### src/rtl/uart_apb_pkg.sv
// Shared definitions for the APB UART transmitter/receiver pair: APB and TX
// state codes, payload width and serial line levels.
package uart_apb_pkg;

    localparam int DATA_W = 32;

    localparam logic IDLE_LEVEL  = 1'b0;
    localparam logic START_LEVEL = 1'b1;
    localparam logic STOP_LEVEL  = 1'b1;

    // Codes are shared with the receiver, so they are pinned explicitly.
    typedef enum logic [1:0] {
        IDLE   = 2'b00,
        SETUP  = 2'b01,
        ACCESS = 2'b10
    } apb_state_t;

    typedef enum logic [2:0] {
        TX_IDLE   = 3'd0,
        TX_START  = 3'd1,
        TX_DATA   = 3'd2,
        TX_PARITY = 3'd3,
        TX_STOP   = 3'd4
    } tx_state_t;

    function automatic logic even_parity(input logic [DATA_W-1:0] d);
        return ^d;
    endfunction

endpackage

### src/rtl/uart_bit_timer.sv
// Bit-period counter: tick marks the last pclk cycle of each serial bit.
// Held at zero while clr is high so the first bit after clr is full length.
module uart_bit_timer #(
    parameter int CLKS_PER_BIT = 1
) (
    input  logic pclk,
    input  logic rst,
    input  logic clr,
    output logic tick
);

    localparam int            TW   = $clog2(CLKS_PER_BIT) + 1;
    localparam logic [TW-1:0] LAST = TW'(CLKS_PER_BIT - 1);

    logic [TW-1:0] count;

    always_ff @(posedge pclk or posedge rst) begin
        if (rst)
            count <= '0;
        else if (clr || tick)
            count <= '0;
        else
            count <= count + 1'b1;
    end

    assign tick = (count == LAST);

endmodule

### src/rtl/uart_transmitter_apb.sv
// APB slave that sends each accepted 32-bit write as one serial frame:
// start, 32 data bits LSB first, parity, stop. pready is withheld until the frame is out.
module uart_transmitter_apb
    import uart_apb_pkg::*;
#(
    parameter int          CLKS_PER_BIT = 1,
    parameter logic [31:0] TX_ADDR      = 32'h0
) (
    input  logic              pclk,
    input  logic              rst,
    input  logic              psel,
    input  logic              penable,
    input  logic              pwrite,
    input  logic [31:0]       padd,
    input  logic [DATA_W-1:0] pwdata,
    output logic              pready,
    output logic              pslverr,
    output logic              o_tx_serial,
    output logic              o_tx_active,
    output logic              o_tx_done
);

    apb_state_t        apb_state, apb_nxt;
    tx_state_t         tx_state, tx_nxt;
    logic [31:0]       addr_q;
    logic [DATA_W-1:0] shreg;
    logic              parity_q;
    logic [4:0]        bit_idx;
    logic              abort_q, abort_nxt;
    logic              pready_nxt, pslverr_nxt, done_nxt;
    logic              tick, addr_ok, latch_en, shift_en;

    uart_bit_timer #(.CLKS_PER_BIT(CLKS_PER_BIT)) u_bit_timer (
        .pclk (pclk),
        .rst  (rst),
        .clr  (tx_state == TX_IDLE),
        .tick (tick)
    );

    assign addr_ok  = (addr_q == TX_ADDR);
    assign latch_en = (apb_state == IDLE) && psel && !penable && pwrite;
    assign shift_en = (apb_state == ACCESS) && (tx_state == TX_DATA) && tick;

    always_ff @(posedge pclk or posedge rst) begin
        if (rst) begin
            apb_state <= IDLE;
            tx_state  <= TX_IDLE;
            abort_q   <= 1'b0;
            pready    <= 1'b0;
            pslverr   <= 1'b0;
            o_tx_done <= 1'b0;
        end else begin
            apb_state <= apb_nxt;
            tx_state  <= tx_nxt;
            abort_q   <= abort_nxt;
            pready    <= pready_nxt;
            pslverr   <= pslverr_nxt;
            o_tx_done <= done_nxt;
        end
    end

    always_comb begin
        apb_nxt     = apb_state;
        tx_nxt      = tx_state;
        abort_nxt   = abort_q;
        pready_nxt  = 1'b0;
        pslverr_nxt = 1'b0;
        done_nxt    = 1'b0;
        case (apb_state)
            IDLE: begin
                abort_nxt = 1'b0;
                if (psel && !penable) begin
                    if (pwrite) begin
                        apb_nxt = SETUP;
                    end else begin
                        apb_nxt     = ACCESS;
                        pready_nxt  = 1'b1;
                        pslverr_nxt = 1'b1;
                    end
                end
            end
            SETUP: begin
                apb_nxt = ACCESS;
                if (addr_ok) begin
                    tx_nxt = TX_START;
                end else begin
                    pready_nxt  = 1'b1;
                    pslverr_nxt = 1'b1;
                end
            end
            ACCESS: begin
                if (pready || tx_state == TX_IDLE) begin
                    apb_nxt = IDLE;
                end else begin
                    // A dropped select/enable is remembered until the current bit ends.
                    if (!psel || !penable)
                        abort_nxt = 1'b1;
                    if (tick) begin
                        if (abort_nxt) begin
                            tx_nxt      = TX_IDLE;
                            pready_nxt  = 1'b1;
                            pslverr_nxt = 1'b1;
                        end else begin
                            case (tx_state)
                                TX_START:  tx_nxt = TX_DATA;
                                TX_DATA:   if (bit_idx == 5'd31) tx_nxt = TX_PARITY;
                                TX_PARITY: tx_nxt = TX_STOP;
                                TX_STOP: begin
                                    tx_nxt     = TX_IDLE;
                                    pready_nxt = 1'b1;
                                    done_nxt   = 1'b1;
                                end
                                default:   tx_nxt = TX_IDLE;
                            endcase
                        end
                    end
                end
            end
            default: apb_nxt = IDLE;
        endcase
    end

    // Payload and parity are captured once at setup; later pwdata changes are ignored.
    always_ff @(posedge pclk or posedge rst) begin
        if (rst) begin
            addr_q   <= '0;
            shreg    <= '0;
            parity_q <= 1'b0;
            bit_idx  <= '0;
        end else if (latch_en) begin
            addr_q   <= padd;
            shreg    <= pwdata;
            parity_q <= even_parity(pwdata);
            bit_idx  <= '0;
        end else if (shift_en) begin
            shreg   <= shreg >> 1;
            bit_idx <= bit_idx + 5'd1;
        end
    end

    always_comb begin
        case (tx_state)
            TX_START:  o_tx_serial = START_LEVEL;
            TX_DATA:   o_tx_serial = shreg[0];
            TX_PARITY: o_tx_serial = parity_q;
            TX_STOP:   o_tx_serial = STOP_LEVEL;
            default:   o_tx_serial = IDLE_LEVEL;
        endcase
    end

    assign o_tx_active = (tx_state != TX_IDLE);

endmodule

### config.mk
export PLATFORM = sky130hd
export DESIGN_NAME = uart_transmitter_apb
export DESIGN_NICKNAME = d
export VERILOG_FILES = /design/src/rtl/uart_apb_pkg.sv /design/src/rtl/uart_bit_timer.sv /design/src/rtl/uart_transmitter_apb.sv
export SDC_FILE = /design/constraint.sdc
export NUM_CORES = 1
export LEC_CHECK = 0
export CORE_ASPECT_RATIO = 0.5
export CORE_UTILIZATION = 55
export DETAILED_ROUTE_END_ITERATION = 7
export GPL_TIMING_DRIVEN = 0
export PLACE_DENSITY = 0.85
export REMOVE_ABC_BUFFERS = 1
export SYNTH_ARGS = -nofsm -noshare
export SYNTH_HDL_FRONTEND = slang
export SYNTH_HIERARCHICAL = 1
export SYNTH_SLANG_ARGS = --single-unit
### constraint.sdc
create_clock -name pclk -period 3.51 [get_ports pclk]
set_clock_uncertainty 0.15 [all_clocks]
set_input_delay 0.351 -clock pclk [delete_from_list [all_inputs] [get_ports pclk]]
set_output_delay 0.351 -clock pclk [all_outputs]
set_load 0.1 [all_outputs]
After elaboration in Yosys (flattened, before gate mapping) --
Index checks and enable logic that the tools add are counted.
Word-level totals: register bits after elaboration 80, bits of input ports 69, output and inout bits 5, logic and storage cells 88
Cells by class: $add $sub $neg 2, eq/ne operators 13, multiplexer cells 38, bitwise gates (word level) 1, reduce and logical (&&, ||, !) cells 23
Operators by type and width (count):
- 2-to-1 mux 32 bit | 2
- zero test 32 bit | 1
- parity 32 bit | 1
- 2-to-1 mux 1 bit | 19
- 2-to-1 mux 3 bit | 5
- 2-to-1 mux 5 bit | 2
- one-hot mux 1 bit (3 select lines) | 3
- one-hot mux 3 bit (3 select lines) | 1
- equality test 3 x 2 -> 1 bit, second input constant | 2
- logical AND 1 bit | 6
- 2-to-1 mux 2 bit | 3
- != test 2 bit, second input constant | 3
- one-hot mux 2 bit (3 select lines) | 1
- one-hot mux 3 bit (2 select lines) | 1
- nonzero test 2 bit | 3
- adder 5 x 1 -> 5 bit, second input constant | 1
- equality test 5 bit, second input constant | 1
- AND reduction 5 bit | 1
- != test 2 x 1 -> 1 bit, second input constant | 2
- != test 4 x 2 -> 1 bit, second input constant | 1
- AND reduction 2 bit | 2
- equality test 3 x 1 -> 1 bit, second input constant | 1
- equality test 3 bit, second input constant | 1
- zero test 3 bit | 1
- other kinds (10) | 13

Logic depth before layout (Yosys ltp) --
depth in word-level cells 9, mapped depth 8, depth with buffers taken out 8

Modules after synthesis --
Netlist, hierarchy kept.
Modules (own cells, without submodules):
- uart_transmitter_apb | times used 1, cells each 393, area each 3639.7 um2
- uart_bit_timer | times used 1, cells each 4, area each 36.3 um2

Worst setup path before layout --
Ideal clock, no wire load.
path kind flip-flop to flip-flop, start register bit_idx[0], end register tx_state[0], data arrival time 1730 ps, data required time 3232 ps, path slack 1502 ps, cell stages (with the launch flop) 8, clock period less this slack 2008 ps, path through dfrtp_1 > ha_1 > and3_1 > ha_1 > o21ai_0 > a211oi_1 > a21oi_2 > mux2_1
Between the ends: longest elaborated chain between the ends 3
RTL lines:
- start: declaration | line uart_transmitter_apb.sv:28 | logic [4:0] bit_idx;
- start signal: assignment | line uart_transmitter_apb.sv:137 | bit_idx <= bit_idx + 5'd1;
- equality test 5 bit | line uart_transmitter_apb.sv:106 | TX_DATA: if (bit_idx == 5'd31) tx_nxt = TX_PARITY;
- != test 4 x 2 -> 1 bit (no line)
- AND reduction 5 bit (no line)
- end signal: assignment | line uart_transmitter_apb.sv:54 | tx_state <= tx_nxt;
- end: declaration | line uart_transmitter_apb.sv:24 | tx_state_t tx_state, tx_nxt;
Every way passes these cells. A chain may end at the register's enable or synchronous reset.

Worst setup path after layout --
start register tx_state[1], end output o_tx_serial
Between the ends: longest elaborated chain between the ends 3, elaborated cells on any way between the ends 6
RTL lines:
- equality test 3 x 1 -> 1 bit / equality test 3 bit (equally long branches) | line uart_transmitter_apb.sv:142 | case (tx_state)
- OR reduction 2 bit (no line)
- one-hot mux 1 bit (3 select lines) * | line uart_transmitter_apb.sv:142
- end: declaration | line uart_transmitter_apb.sv:18 | output logic o_tx_serial,
Every way passes the cells marked *; elsewhere a longest branch is shown, timed or not.

==> results.md <==
- The run finished with clean final reports.
- Once layout is complete, the cells apart from fillers number 556.
- The signed area change from the synthesized netlist to the final layout is 29.6%.
- The detailed-route vias per instance is 5.17.
- For this design the static power due to leakage is 2.24 nW.
- The number of logic stages on the critical path including buffering is 4.
- The number of slew-limit violations in the final report was 0.
- The floorplan step defined a die boundary enclosing 7030 µm².
- At the end of routability-driven placement, the weighted congestion stood at 0.768.
- The total congestion overflow after global routing is 0.
- The worst path meets setup with 0.567 ns of slack.
- The number of different library cells used by synthesis comes to 40.
- TritonCTS built the clock tree.
- The detailed router placed 2872 vias in this run.
- OpenSTA, run right after detailed placement, puts the worst setup slack at -1.02 ns.
- The kind of capture point of the worst setup path is an output pin.
- Setup repair after global routing left no endpoint under its margin.
- The tightest hold path in the finished design has a slack of 0.0782 ns.
- In this run, post-CTS hold repair placed 0 buffers.
- The number of setup violations in the final report is 0.
- The placed instance area is 4450 µm².
- At the worst endpoint, the required time is 3.01 ns.
- The I/O pin total is 74.
- The placement row count is 20.
- The reg-to-reg critical path startpoint is apb_state[0].
- The total power divided by cell area is 713 nW/µm².
- The fraction of layout cells with a size suffix above 1 is 5.56%.
- For the pin with the worst max-slew slack, the measured transition is 1.01 ns.
- The highest clock frequency the design can meet is 340 MHz.
- In the synthesized netlist the async set-or-reset flop fraction comes to 100%.
- The post-detailed-placement half-perimeter wirelength is 4.64 mm.
- The overall power consumption is 3.40 mW.
- The share of synthesized area in the top cell type comes to 54.5%.
- The clock drives 80 sinks.
- In this run the vertical extent of the chip is 59.8 µm.
- The cell area that synthesis handed to floorplanning was 3680 µm².
- The worst-case clock buffer depth is 2.
- The setup slack on the worst flop-to-flop path is 0.72 ns.
- Buffers inserted during clock tree synthesis total 9.
- The pin count of the biggest net entering global routing is 69.
- The initial detailed-routing violation count is 174.
- Wires add up to 7.23 mm.
- The post-synthesis sequential element count is 80.
- The synthesized design contains 0 enable-type register cells.
- The worst setup path endpoint is o_tx_serial.
- For this run, the register share of the synthesized area comes to 54.5%.
- During synthesis, Yosys emitted a total of 6 warnings.
- In this run the mean area of a mapped cell was 9.26 µm².
- The tightest min-delay check is of the input pin to async pin type.
- The fraction of the core area covered by cells at the end of the flow is 76.2%.
- Among all stages on the critical path, the largest delay is contributed by clkdlybuf4s50_1.
- The detailed-router iteration count before antenna repair is 5.
- The post-synthesis cell count is 397.
- The portion of the clock cycle consumed by the worst path in the final layout is 83.9%.
- The worst setup path is launched from a flop.
- In this design, the stage delay of the slowest critical-path cell is 1.12 ns.
- Of all nets on the critical path, the largest fanout is 8.
- For this configuration, the core starts out at a cell density of 58.8%.
- The worst-case IR drop observed on VDD is 0.406 mV.
- The worst slew margin relative to its limit is 32.4%.
- The top cell family by delay on the critical path is buffers and inverters.
- The destination of the worst register-to-register timing path is bit_idx[1].
- The overall routing resource usage is 22.3%.
- The initial antenna violation count is 0.
- The most critical setup path has its startpoint at tx_state[1].
- The source-to-sink clock delay at the later pin of the worst-skew pair is 0.33 ns.
- The area of the core is 6260 µm².
- The data arrival time of the critical path is 2.44 ns.
- The H-tree was split into 3 levels.
- The count of port buffers added during placement is 73.
- The dominant synthesized flop cell is dfrtp_1.
- The number of global-route vias before repair is 2670.
- The final critical path time including I/O delays and setup is 2.94 ns.
- The repair_antennas step left the layout with diodes totalling 0.
- In this run, placement finished with an instance count of 540.
- The first global-routing pass estimated 11.9 mm of wire.
- The clock root buffer is clkbuf_16.
- The critical path goes through inv_1 -> o31ai_1 -> mux2_2 -> clkdlybuf4s50_1.
- The critical path contains buffers and inverters numbering 2 combined.
- For the final routed database, the setup TNS stands at 0 ns.
- The setup fix buffers added after clock tree synthesis is 0.
- The number of fillers in the final layout is 460.
- The number of nets in the layout is 534.
- In this run the remaining antenna-violating nets after routing total 0.
- After synthesis, the cell types taking the most area are dfrtp_1 (54%), nand2_1 (17%), xnor2_1 (6.7%), a22oi_1 (6.1%), buf_2 (1.5%).
- The average wire per cell in the routed design is 13.0 µm.
- The count of final hold-check violations is 0.
- Counting cells, the worst reg-to-reg path comes to 5.
- The overall die width is 118 µm.
- The design area is 4760 µm².
- The max-capacitance violation count is 0.
- dfrtp_1 takes more of the synthesized area than any other cell.
- The DRC violation count after routing is 0.
- The clock slew seen by the registers of the worst setup and hold paths is 0.06 ns.
- The path type of the worst setup path is flop to output pin.
-- cells in the mapped netlist, types with 2 or more instances --
library cell / number
nor2b_1: 3
nor2_1: 11
xnor2_1: 28
o22ai_1: 2
xor2_1: 6
a22o_1: 3
o21ai_0: 4
nor4_1: 8
o41ai_1: 2
ha_1: 2
inv_1: 7
dfrtp_1: 80
a21oi_1: 2
nand4_1: 2
buf_2: 11
a22oi_1: 30
clkbuf_1: 7
nand3_1: 3
nand2_1: 165
-- worst min-delay path by stage --
stage | end | slack, ns | cells past startpoint
finish | u_bit_timer/count | 0.08 | 2
global route | u_bit_timer/count | 0.09 | 2
CTS | u_bit_timer/count | 0.07 | 2
detailed placement | shreg[22] | 0.31 | 2
global placement | shreg[13] | 0.31 | 2
floorplan | u_bit_timer/count | -0.07 | 1
-- registers in the layout, summed over array words and instances, names as in the netlist --
signal / cells
abort_q: 1
addr_q: 32
apb_state: 2
bit_idx: 5
o_tx_done: 1
parity_q: 1
pready: 1
pslverr: 1
shreg: 32
tx_state: 3
u_bit_timer/count: 1
-- logic make-up (layout without fill, tap and decap cells) --
| group | Yosys count | in the layout | share of synthesized area [%] |
|---|---|---|---|
| compound gates | 49 | 49 | 9.94 |
| other cells | 1 | 1 | 0.102 |
| buf+inv | 27 | 98 | 3.23 |
| simple gates | 201 | 201 | 22.6 |
| mux | 3 | 3 | 0.885 |
| xor+xnor | 34 | 34 | 8.10 |
| flops | 80 | 80 | 54.5 |
| fa+ha+maj | 2 | 2 | 0.681 |
-- placed cells by master (no fill, tap or decap), types with 2 or more instances in the layout --
master	count
nand3_1	2
nor4_1	8
clkbuf_16	9
xnor2_1	28
clkdlybuf4s50_1	73
a22o_1	3
nor2b_1	3
a21oi_1	2
nand2_1	165
ha_1	2
o41ai_1	2
dfrtp_1	80
nor2_1	11
xor2_1	6
nor2_4	2
nand4_1	2
o21ai_0	4
inv_1	6
a22oi_1	30
o22ai_1	2
clkinv_2	2
-- power by group --
group | switching [mW] | leakage (nW) | internal (mW)
Clock | 0.355 | 0.145 | 0.568
Sequential | 0.228 | 1.01 | 1.31
Combinational | 0.556 | 1.08 | 0.381
Total | 1.14 | 2.24 | 2.26
-- cell type report --
type                            count  area (µm²)  area share, %
Tap cell                           88         110           2.31
Sequential cell                    80        2000           42.0
Clock inverter                      5        56.3           1.18
Inverter                            8        37.5          0.788
Timing Repair Buffer               74         751           15.8
Clock buffer                       11         243           5.09
Multi-Input combinational cell    290        1570           32.9
-- routing by layer --
| metal | routed length, µm | share of wire [%] | track usage [%] |
|---|---|---|---|
| met2 | 3380 | 47 | 36.7 |
| met4 | 60 | 0.83 | 7.33 |
| met1 | 3450 | 48 | 28.4 |
| met3 | 334 | 4.6 | 7.63 |
| met5 | 0 | 0 | 0 |
-- timing repair --
action | 4_1_cts | 5_1_grt
setup endpoints to repair | 34 | 0
hold endpoints to repair | 0 | 0
gates resized for setup | 3 | 0
(Power assumes the default switching activity.)
